[src/rtl/cpu_sequencer.sv]
// Fetch/decode/execute sequencer for the 8-bit accumulator CPU: owns PC, IR, A, B and flags.
// Optional HALT_ON_OVF_EN: EXEC overflow halts the core and raises a sticky ovf_trap output.
module cpu_sequencer #(
    parameter int DATA_WIDTH = 8,
    parameter int ADDR_WIDTH = 4
) (
    input  logic                  clk,
    input  logic                  rst_n,
    output logic [ADDR_WIDTH-1:0] mem_addr,
    output logic                  mem_rd,
    output logic                  mem_wr,
    output logic [DATA_WIDTH-1:0] mem_wdata,
    input  logic [DATA_WIDTH-1:0] mem_rdata,
    input  logic                  mem_ready,
    output logic [3:0]            alu_opcode,
    output logic [DATA_WIDTH-1:0] alu_in_A,
    output logic [DATA_WIDTH-1:0] alu_in_B,
    input  logic [DATA_WIDTH-1:0] alu_out,
    input  logic                  alu_overflow,
    input  logic                  alu_zero,
    input  logic                  alu_negative,
    output logic [ADDR_WIDTH-1:0] pc,
    output logic [2:0]            flags,
    output logic                  halted
`ifdef HALT_ON_OVF_EN
    ,
    output logic                  ovf_trap
`endif
);

    typedef enum logic [2:0] {
        S_IDLE,
        S_FETCH,
        S_DECODE,
        S_MEM,
        S_EXEC,
        S_HALTED
    } state_t;

    typedef enum logic [3:0] {
        OP_HALT     = 4'b0000,
        OP_LOAD_B   = 4'b0001,
        OP_LOAD_A   = 4'b0010,
        OP_STORE_A  = 4'b0100,
        OP_ADD      = 4'b1000,
        OP_SUB      = 4'b1001,
        OP_JUMP     = 4'b1010,
        OP_JUMP_NEG = 4'b1011
    } opcode_t;

    state_t                state;
    logic [DATA_WIDTH-1:0] ir;
    logic [DATA_WIDTH-1:0] reg_a;
    logic [DATA_WIDTH-1:0] reg_b;
    logic [3:0]            opcode;
    logic [ADDR_WIDTH-1:0] operand;

    assign opcode     = ir[DATA_WIDTH-1 -: 4];
    assign operand    = ir[ADDR_WIDTH-1:0];
    assign alu_opcode = opcode;
    assign alu_in_A   = reg_a;
    assign alu_in_B   = reg_b;
    assign mem_wdata  = reg_a;

    // Request lines come from state and IR only, so they hold steady across a stall.
    always_comb begin
        mem_rd   = 1'b0;
        mem_wr   = 1'b0;
        mem_addr = pc;
        case (state)
            S_FETCH: mem_rd = 1'b1;
            S_MEM: begin
                mem_addr = operand;
                if (opcode == OP_STORE_A) mem_wr = 1'b1;
                else                      mem_rd = 1'b1;
            end
            default: ;
        endcase
    end

    always_ff @(posedge clk or negedge rst_n) begin
        if (!rst_n) begin
            state    <= S_IDLE;
            pc       <= '0;
            ir       <= '0;
            reg_a    <= '0;
            reg_b    <= '0;
            flags    <= '0;
            halted   <= 1'b0;
`ifdef HALT_ON_OVF_EN
            ovf_trap <= 1'b0;
`endif
        end else begin
            case (state)
                S_IDLE: state <= S_FETCH;
                S_FETCH: begin
                    if (mem_ready) begin
                        ir    <= mem_rdata;
                        pc    <= pc + ADDR_WIDTH'(1);
                        state <= S_DECODE;
                    end
                end
                S_DECODE: begin
                    case (opcode)
                        OP_HALT: begin
                            state  <= S_HALTED;
                            halted <= 1'b1;
                        end
                        OP_LOAD_A, OP_LOAD_B, OP_STORE_A: state <= S_MEM;
                        OP_ADD, OP_SUB:                   state <= S_EXEC;
                        OP_JUMP: begin
                            pc    <= operand;
                            state <= S_FETCH;
                        end
                        OP_JUMP_NEG: begin
                            if (flags[0]) pc <= operand;
                            state <= S_FETCH;
                        end
                        default: state <= S_FETCH;
                    endcase
                end
                S_MEM: begin
                    if (mem_ready) begin
                        if (opcode == OP_LOAD_A) reg_a <= mem_rdata;
                        if (opcode == OP_LOAD_B) reg_b <= mem_rdata;
                        state <= S_FETCH;
                    end
                end
                S_EXEC: begin
                    reg_a <= alu_out;
                    flags <= {alu_overflow, alu_zero, alu_negative};
`ifdef HALT_ON_OVF_EN
                    if (alu_overflow) begin
                        state    <= S_HALTED;
                        halted   <= 1'b1;
                        ovf_trap <= 1'b1;
                    end else begin
                        state <= S_FETCH;
                    end
`else
                    state <= S_FETCH;
`endif
                end
                S_HALTED: ;
                default: state <= S_IDLE;
            endcase
        end
    end

endmodule

[config.mk]
export PLATFORM = sky130hd
export DESIGN_NAME = cpu_sequencer
export DESIGN_NICKNAME = d
export VERILOG_FILES = /design/src/rtl/cpu_sequencer.sv
export SDC_FILE = /design/constraint.sdc
export NUM_CORES = 1
export LEC_CHECK = 0
export BUFFER_PORTS_ARGS = -buffer_cell sky130_fd_sc_hd__buf_2
export CAP_MARGIN = 20
export CORE_MARGIN = 2
export CORE_UTILIZATION = 45
export DETAILED_ROUTE_END_ITERATION = 7
export GPL_ROUTABILITY_DRIVEN = 0
export PLACE_DENSITY = 0.74
export SLEW_MARGIN = 10
export SYNTH_ARGS = -nofsm -noshare
export SYNTH_HDL_FRONTEND = slang
export SYNTH_SLANG_ARGS = --single-unit
[constraint.sdc]
create_clock -name clk -period 4.2 [get_ports clk]
set_input_delay 0 -clock clk [delete_from_list [all_inputs] [get_ports clk]]
set_output_delay 0 -clock clk [all_outputs]
set_load 0.005 [all_outputs]
Word level (Yosys, flattened, before mapping) --
Cells that the tools add are included.
Cells by class: reductions and logical operators 13, bitwise operators 1, eq/ne operators 17, multiplexer cells 16, add/subtract/negate cells 1
Operators with widths (count):
- $eq 4x4->1 const B | 4
- $mux 8 | 2
- $pmux 4 s2 | 2
- $pmux 8 s2 | 1
- $pmux 3 s5 | 1
- $mux 4 | 3
- $pmux 3 s3 | 1
- $reduce_and 3->1 | 3
- $eq 3x2->1 const B | 2
- $eq 3x3->1 const B | 2
- $mux 3 | 2
- $ne 2x2->1 const B | 3
- $add 4x1->4 const B | 1
- $eq 4x1->1 const B | 1
- $eq 4x2->1 const B | 1
- $eq 4x3->1 const B | 1
- $logic_not 4->1 | 1
- $reduce_and 2->1 | 2
- $reduce_and 4->1 | 1
- $reduce_bool 2->1 | 2
- $reduce_or 2->1 | 2
- $eq 3x1->1 const B | 1
- $logic_not 3->1 | 1
- $mux 1 | 3
- other kinds (5) | 5
Storage, ports and cells: output and inout bits 42, flip-flop bits (word level) 35, bits of input ports 22, word-level logic and storage cells 55

Logic depth before layout (Yosys ltp) --
Gate-level depths: netlist of the first run.
depth after elaboration 4, gate-level depth with buffers 6, gate-level depth less buffers 4

Least setup slack after synthesis of the first run --
No wires, ideal clock.
path type flip-flop to flip-flop, from reg state[2], to reg reg_b[0], in the netlist alu_in_B[0], arrival 1.711 ns, stages on the path, launching flop included 6, period minus slack after synthesis 1.839 ns, slack 2.361 ns, path buffers 2, library setup time 0.128 ns, data required time 4.072 ns, path through dfrtp_1 -> buf_2 -> nand3b_2 -> or4_1 -> buf_2 -> mux2_1
On the way: cells in the longest elaborated chain, start to end 2
Ends and longest elaborated chain:
- start: declaration | line 51 | state_t state;
- start signal: assignment | line 83 | state <= S_IDLE;
- start signal: assignment | line 95 | S_IDLE: state <= S_FETCH;
- start signal: assignment | line 100 | state <= S_DECODE;
- $eq 3x2->1 | line 94 | case (state)
- $reduce_and 3->1 (no line)
- end signal: assignment | line 125 | if (opcode == OP_LOAD_B) reg_b <= mem_rdata;
- end: declaration | line 54 | logic [DATA_WIDTH-1:0] reg_b;
No other way between the ends. A chain may end at the register's enable or synchronous reset.

Worst setup path after layout of the first run --
from reg state[1], to reg reg_a[2], in the netlist alu_in_A[2]
On the way: cells in the longest elaborated chain, start to end 3, elaborated cells between the ends (all ways) 7, those cells by class eq/ne (4); mux (1); reduce/logical (2)
Ends and longest elaborated chain:
- $eq 3x2->1 / $eq 3x3->1 (equally long branches) | line 94
- $ne 2x2->1 (no line) / $reduce_bool 2->1 (equally long branches)
- $reduce_and 3->1 (no line)
- end signal: assignment | line 124 | if (opcode == OP_LOAD_A) reg_a <= mem_rdata;
- end signal: assignment | line 130 | reg_a <= alu_out;
- end: declaration | line 53 | logic [DATA_WIDTH-1:0] reg_a;
Several ways; a longest one is shown, not always the timed one.

==> results of run 1 <==
layer usage:
layer / global-route usage (%) / part of all wire, % / vias to the layer above
met5: 0 / 0 / -
met2: 31.9 / 48 / 59
li1: - / - / 694
met4: 5.36 / 0.84 / 0
met1: 27.2 / 45 / 690
met3: 4.56 / 6.6 / 4
cell usage after synthesis:
cell type	number
or2b_1	2
a221oi_1	1
a41oi_1	1
nand3b_2	1
nand4b_1	1
a211oi_1	2
nor3_1	1
nor3b_1	1
nand3b_1	1
nor4_1	1
nand4_1	2
nand2b_1	3
clkbuf_1	3
or4_1	1
ha_1	1
nor4bb_1	1
nor2_1	5
nor4b_1	1
o21ai_1	6
buf_2	4
or3b_1	1
a41o_1	1
o21ai_0	6
a221o_1	1
nor3b_2	1
buf_4	12
mux2i_1	9
o22ai_1	1
nor4_4	1
mux2_2	9
nand2_1	21
xnor2_1	1
clkinv_1	1
dfrtp_1	35
a21oi_1	1
mux2_1	8
a21o_1	1
xor2_1	2
or3b_4	1
o21ai_2	2
inv_1	5
o211ai_1	1
nor4b_4	1
worst register-to-register path, stage by stage (launching register included):
cell,delay [ps]
dfrtp_1,570
or3b_4,450
nor4_4,660
mux2i_1,290
o21ai_1,70
through the flow:
| stage | instances | setup WS (ps) | hold slack, ps |
|---|---|---|---|
| global placement | 255 | 2080 | 121 |
| floorplan | 161 | 2360 | -296 |
| detailed placement | 255 | 2010 | 122 |
| CTS | 282 | 2010 | 63.3 |
| global route | 282 | 1910 | 99.2 |
| finish | 282 | 2040 | 66.3 |
cell families (layout without fill, tap and decap cells):
family / Yosys count / after routing / synth area share (%)
AO/OA/AOI/OAI: 24 / 24 / 8.74
XOR/XNOR: 3 / 3 / 1.47
adder cells (fa/ha/maj): 1 / 1 / 0.699
buffers and inverters: 25 / 98 / 8.04
flip-flops: 35 / 35 / 48.9
multiplexers: 26 / 26 / 15.7
AND/OR/NAND/NOR: 47 / 47 / 16.4
layout make-up:
type	count	area (um^2)	area share, %
clock buffer	5	68.8	2.90
clock inverter	2	37.5	1.58
inverter	6	22.5	0.949
multi-input combinational	101	777	32.8
sequential	35	876	36.9
tap	48	60.1	2.53
timing repair buffer	85	531	22.4
how the worst min path moves through the flow:
stage / from / endpoint / slack, ps / depth (start not counted)
floorplan: rst_n / alu_in_A[0]$_DFFE_PN0P_ / -300 / 0
global placement: rst_n / pc[2]$_DFFE_PN0P_ / 120 / 1
detailed placement: rst_n / pc[3]$_DFFE_PN0P_ / 120 / 1
CTS: mem_ready / state[1]$_DFFE_PN0P_ / 60 / 3
global route: mem_ready / state[1]$_DFFE_PN0P_ / 100 / 3
finish: mem_ready / state[1]$_DFFE_PN0P_ / 70 / 3
flip-flops by register name, summed over array words and instances (netlist names):
| signal | flops |
|---|---|
| alu_in_A | 8 |
| alu_in_B | 8 |
| ir | 8 |
| pc | 4 |
| flags | 3 |
| state | 3 |
| halted | 1 |
layout by cell type (no fill, tap or decap), drive strengths merged, types with 3 or more instances in the layout:
| cell | n |
|---|---|
| dlygate4sd3 | 20 |
| nor2 | 5 |
| dfrtp | 35 |
| mux2 | 17 |
| o21ai | 14 |
| buf | 65 |
| nand2 | 21 |
| mux2i | 9 |
| clkbuf | 5 |
| nand2b | 3 |
| inv | 5 |
where the power goes:
| part | internal (mW) | switching (mW) | leakage (nW) |
|---|---|---|---|
| combinational | 0.359 | 0.299 | 0.646 |
| clock | 0.173 | 0.117 | 0.0502 |
| sequential | 0.496 | 0.170 | 0.429 |
repair_timing:
| action | in CTS | in global routing |
|---|---|---|
| endpoints found under the hold margin | 61 | 0 |
| setup buffers | 0 | 0 |
| hold buffers | 20 | 0 |
==> results.sh, run 1 <==
export IMPL_outcome="finished clean"
export IMPL_portBuffers=63
export IMPL_path_delay_family="simple AND/OR/NAND/NOR gates"
export IMPL_grt_pass1_wl_um=6660
export IMPL_stdcell_area_um2=2370
export IMPL_drtIter0Drc=107
export IMPL_hold_viol_final=0
export IMPL_ios=64
export IMPL_period_minus_slack_ps=2160
export IMPL_antenna_found_initial=0
export IMPL_finalMaxSlewViolations=0
export IMPL_avgRoutedWirePerCell_um=14.3
export IMPL_cp_slowest_stage_delay_ps=660
export IMPL_endpoint="alu_in_A[2]$_DFFE_PN0P_"
export IMPL_power_density_nw_per_um2=681
export IMPL_drcViolationCount=0
export IMPL_avgSynthCellArea_um2=11.1
export IMPL_syn_to_final_growth_pct=32.5
export IMPL_die_area_um2=4500
export IMPL_fillers=317
export IMPL_path_clk_slew_ps=70
export IMPL_synth_seq_cells=35
export IMPL_antenna_cells=0
export IMPL_rsz0062_at_grt="no"
export IMPL_syn_inst=161
export IMPL_grt_remaining_overflow=0
export IMPL_cp_arrival_ps=2320
export IMPL_path_class="reg2reg"
export IMPL_skew_ps=4.50
export IMPL_r2r_end="alu_in_A[2]$_DFFE_PN0P_"
export IMPL_post_route_period_util_pct=51.4
export IMPL_cts_tree="done"
export IMPL_num_nets_final=257
export IMPL_yosysTopAreaCellShare_pct=48.9
export IMPL_setup_tns_ps=0
export IMPL_die_x_um=67.1
export IMPL_finalSetupViolations=0
export IMPL_via_per_inst=5.13
export IMPL_syn_num_nets=184
export IMPL_p_leak_nw=1.12
export IMPL_reg2reg_depth=4
export IMPL_grt_usage_pct=20.0
export IMPL_worstPathRequired_ps=4360
export IMPL_drtPass1Iterations=4
export IMPL_syn_cell_area_um2=1790
export IMPL_final_core_util_pct=63.4
export IMPL_hold_class="in2reg"
export IMPL_path_depth=4
export IMPL_ys_types=43
export IMPL_dp_hpwl_um=2730
export IMPL_yosysSeqAreaShare_pct=48.9
export IMPL_slowest_stage="nor4_4"
export IMPL_fp_dieH_um=67.1
export IMPL_yosysTopAreaCell="dfrtp_1"
export IMPL_grt_pass1_vias=1352
export IMPL_drtAntennaViolNets=0
export IMPL_critical_path_endpoint_type="register"
export IMPL_critPathLaunchType="register"
export IMPL_coreArea_um2=3740
export IMPL_place_area_um2=2070
export IMPL_cts_sinks=35
export IMPL_worstMarginPinSlew_ps=764
export IMPL_reg2reg_setup_slack_ps=2040
export IMPL_fmax_ghz=0.464
export IMPL_ir_drop_mv=0.377
export IMPL_routed_wl_um=4040
export IMPL_synth_warnings=0
export IMPL_r2r_start="state[1]$_DFFE_PN0P_"
export IMPL_postCtsResizedCells=0
export IMPL_layout_drive_gt1_share_pct=38.0
export IMPL_relSlewSlack_pct=48.7
export IMPL_start_util_pct=47.8
export IMPL_cts_root_buf="clkbuf_8"
export IMPL_cp_buffers_inverters=0
export IMPL_cts_buffer_depth=2
export IMPL_cp_cell_sequence="or3b_4 > nor4_4 > mux2i_1 > o21ai_1"
export IMPL_grt_max_degree=36
export IMPL_numCtsBuffers=5
export IMPL_max_cap_violations=0
export IMPL_clock_latency_ps=280
export IMPL_critPathMaxFanout=12
export IMPL_placementRows=22
export IMPL_num_vias=1447
export IMPL_setup_worst_path_start="state[1]$_DFFE_PN0P_"
export IMPL_synth_area_top_cells="dfrtp_1 49%, mux2_2 5.7%, mux2i_1 5.0%"
export IMPL_h_tree_depth=2
export IMPL_p_total_mw=1.61
No activity file was read; power rests on OpenSTA's default activity.
==> inputs of run 2 (changes only) <==
--- a/config.mk
+++ b/config.mk
@@ -8,10 +8,10 @@
 export BUFFER_PORTS_ARGS = -buffer_cell sky130_fd_sc_hd__buf_2
 export CAP_MARGIN = 20
 export CORE_MARGIN = 2
-export CORE_UTILIZATION = 45
+export CORE_UTILIZATION = 44
 export DETAILED_ROUTE_END_ITERATION = 7
 export GPL_ROUTABILITY_DRIVEN = 0
-export PLACE_DENSITY = 0.74
+export PLACE_DENSITY = 0.76
 export SLEW_MARGIN = 10
 export SYNTH_ARGS = -nofsm -noshare
 export SYNTH_HDL_FRONTEND = slang
==> constraint.sdc (replaced) <==
create_clock -name clk -period 1.8 [get_ports clk]
set_input_delay 0 -clock clk [delete_from_list [all_inputs] [get_ports clk]]
set_output_delay 0 -clock clk [all_outputs]
set_load 0.005 [all_outputs]
==> run 2 against run 1 <==
  * Clock skew is 2.4 ps higher
  * Combinational power grew to 2.9 times the previous value
  * Final area is 6.2% higher
  * First-iteration DRC count is 30% lower
==> results.sh, run 2 (synthesized netlist as in run 1, its figures left out) <==
export IMPL_finalSetupViolations=0
export IMPL_placementRows=23
export IMPL_stdcell_area_um2=2520
export IMPL_finalMaxSlewViolations=0
export IMPL_whs_ps=83.4
export IMPL_die_x_um=67.8
export IMPL_outcome="finished clean"
export IMPL_cts_tree="done"
export IMPL_cp_cell_sequence="or3b_4 > nor4_4 > buf_12 > mux2i_1 > o21ai_1"
export IMPL_drtIter0Drc=75
export IMPL_min_path_cells=3
export IMPL_cp_arrival_ps=1910
export IMPL_critPathLaunchType="register"
export IMPL_clock_latency_ps=290
export IMPL_hold_viol_final=0
export IMPL_seq_area_um2=877
export IMPL_final_common_cell="buf_2"
export IMPL_grt_pass1_wl_um=7290
export IMPL_fmax_ghz=0.576
export IMPL_grt_usage_pct=21.7
export IMPL_drtPass1Iterations=4
export IMPL_hold_class="in2reg"
export IMPL_multi_input_area_um2=790
export IMPL_fp_dieH_um=67.8
export IMPL_dp_hpwl_um=2990
export IMPL_reg2reg_depth=5
export IMPL_netSwitchingPower_mw=1.49
export IMPL_drcViolationCount=0
export IMPL_setup_tns_ps=0
export IMPL_grt_max_degree=36
export IMPL_p_leak_nw=1.22
export IMPL_worstMarginPinSlew_ps=756
export IMPL_cts_sinks=35
export IMPL_layout_setup_ws_ps=65.2
export IMPL_die_area_um2=4600
export IMPL_slowest_stage="or3b_4"
export IMPL_num_nets_final=272
export IMPL_cp_slowest_stage_delay_ps=420
export IMPL_final_cell_mix="63 x buf_2, 34 x dfrtp_1, 21 x nand2_1"
export IMPL_critical_path_endpoint_type="register"
export IMPL_path_class="reg2reg"
export IMPL_p_sw_share_pct=36.7
export IMPL_numCtsBuffers=5
export IMPL_cts_buffer_depth=2
export IMPL_period_minus_slack_ps=1730
export IMPL_drtAntennaViolNets=0
export IMPL_pre_cts_ws_ps=-27.6
export IMPL_routed_wl_um=4540
export IMPL_fillers=320
export IMPL_worstPathRequired_ps=1970
export IMPL_final_core_util_pct=63.5
export IMPL_grt_remaining_overflow=0
export IMPL_ios=64
export IMPL_syn_to_final_growth_pct=40.7
export IMPL_pwr_share_seq_pct=35.9
export IMPL_num_vias=1536
export IMPL_post_route_period_util_pct=96.4
export IMPL_antenna_cells=0
export IMPL_place_area_um2=2180
export IMPL_via_per_inst=5.12
export IMPL_start_util_pct=45.1
export IMPL_power_density_nw_per_um2=1610
export IMPL_skew_ps=6.94
export IMPL_h_tree_depth=2
export IMPL_combinationalPowerShare_pct=46.6
export IMPL_path_clk_slew_ps=80
export IMPL_critPathMaxFanout=8
export IMPL_grt_pass1_vias=1493
export IMPL_portBuffers=63
export IMPL_rsz0062_at_grt="yes"
export IMPL_relSlewSlack_pct=49.6
export IMPL_p_int_mw=2.58
export IMPL_avgRoutedWirePerCell_um=15.1
export IMPL_coreArea_um2=3970
export IMPL_layout_drive_gt1_share_pct=42.8
export IMPL_max_cap_violations=0
export IMPL_ir_drop_mv=0.711
export IMPL_antenna_found_initial=0
export IMPL_cts_root_buf="clkbuf_8"
export IMPL_clock_power_share_pct=17.5
## run 2: final cells by class
class	instances	share of cell area (%)
Sequential cell	35	34.8
Multi-Input combinational cell	101	31.3
Timing Repair Buffer	100	26.0
Clock buffer	5	2.73
Tap cell	50	2.48
Clock inverter	3	1.74
Inverter	6	0.894
## run 2: worst paths after layout
kind | startpoint | end | slack (ps)
worst min register to register | halted$_DFFE_PN0P_ | halted$_DFFE_PN0P_ | 460
worst min-delay path | mem_ready | state[1]$_DFFE_PN0P_ | 80
worst max-delay path | state[1]$_DFFE_PN0P_ | alu_in_A[3]$_DFFE_PN0P_ | 70
worst max register to register | state[1]$_DFFE_PN0P_ | alu_in_A[3]$_DFFE_PN0P_ | 70
min in group asynchronous | rst_n | pc[0]$_DFFE_PN0P_ | 310
max in group asynchronous | rst_n | state[1]$_DFFE_PN0P_ | 960
## run 2: what timing repair did
item	CTS	global route
hold buffers	20	0
setup buffers	0	3
endpoints found under the hold margin	62	0
endpoints found under the setup margin	8	6
gates resized for setup	1	1
gates cloned	0	0
pin swaps	0	1
## run 2: stage by stage
stage	cells	power, mW
2_1_floorplan	161	2.56
3_3_place_gp	269	3.20
3_5_place_dp	269	3.26
4_1_cts	297	4.02
5_1_grt	300	4.37
6_report	300	4.07
## run 2: metal layers
| layer | vias up | GRT usage, % | wire length, um | part of all wire (%) |
|---|---|---|---|---|
| met5 | - | 0 | 0 | 0 |
| li1 | 730 | - | - | - |
| met1 | 744 | 27.9 | 1970 | 43 |
| met2 | 55 | 36.4 | 2260 | 50 |
| met4 | 0 | 5.25 | 40 | 0.88 |
| met3 | 7 | 5.67 | 273 | 6.0 |
## run 2: power groups by stage
stage,registers (mW),logic [mW],clock network [mW]
3_3_place_gp,1.44,1.76,0
6_report,1.46,1.89,0.712
2_1_floorplan,1.46,1.10,0
4_1_cts,1.46,1.85,0.722
5_1_grt,1.51,2.10,0.760
3_5_place_dp,1.46,1.80,0
## run 2: worst max-delay path, delay by kind of cell (launching register included)
kind	cells	cell delay, ps
AND/OR/NAND/NOR	2	740
AO/OA/AOI/OAI	1	80
buffers and inverters	1	180
flip-flops	1	410
multiplexers	1	200
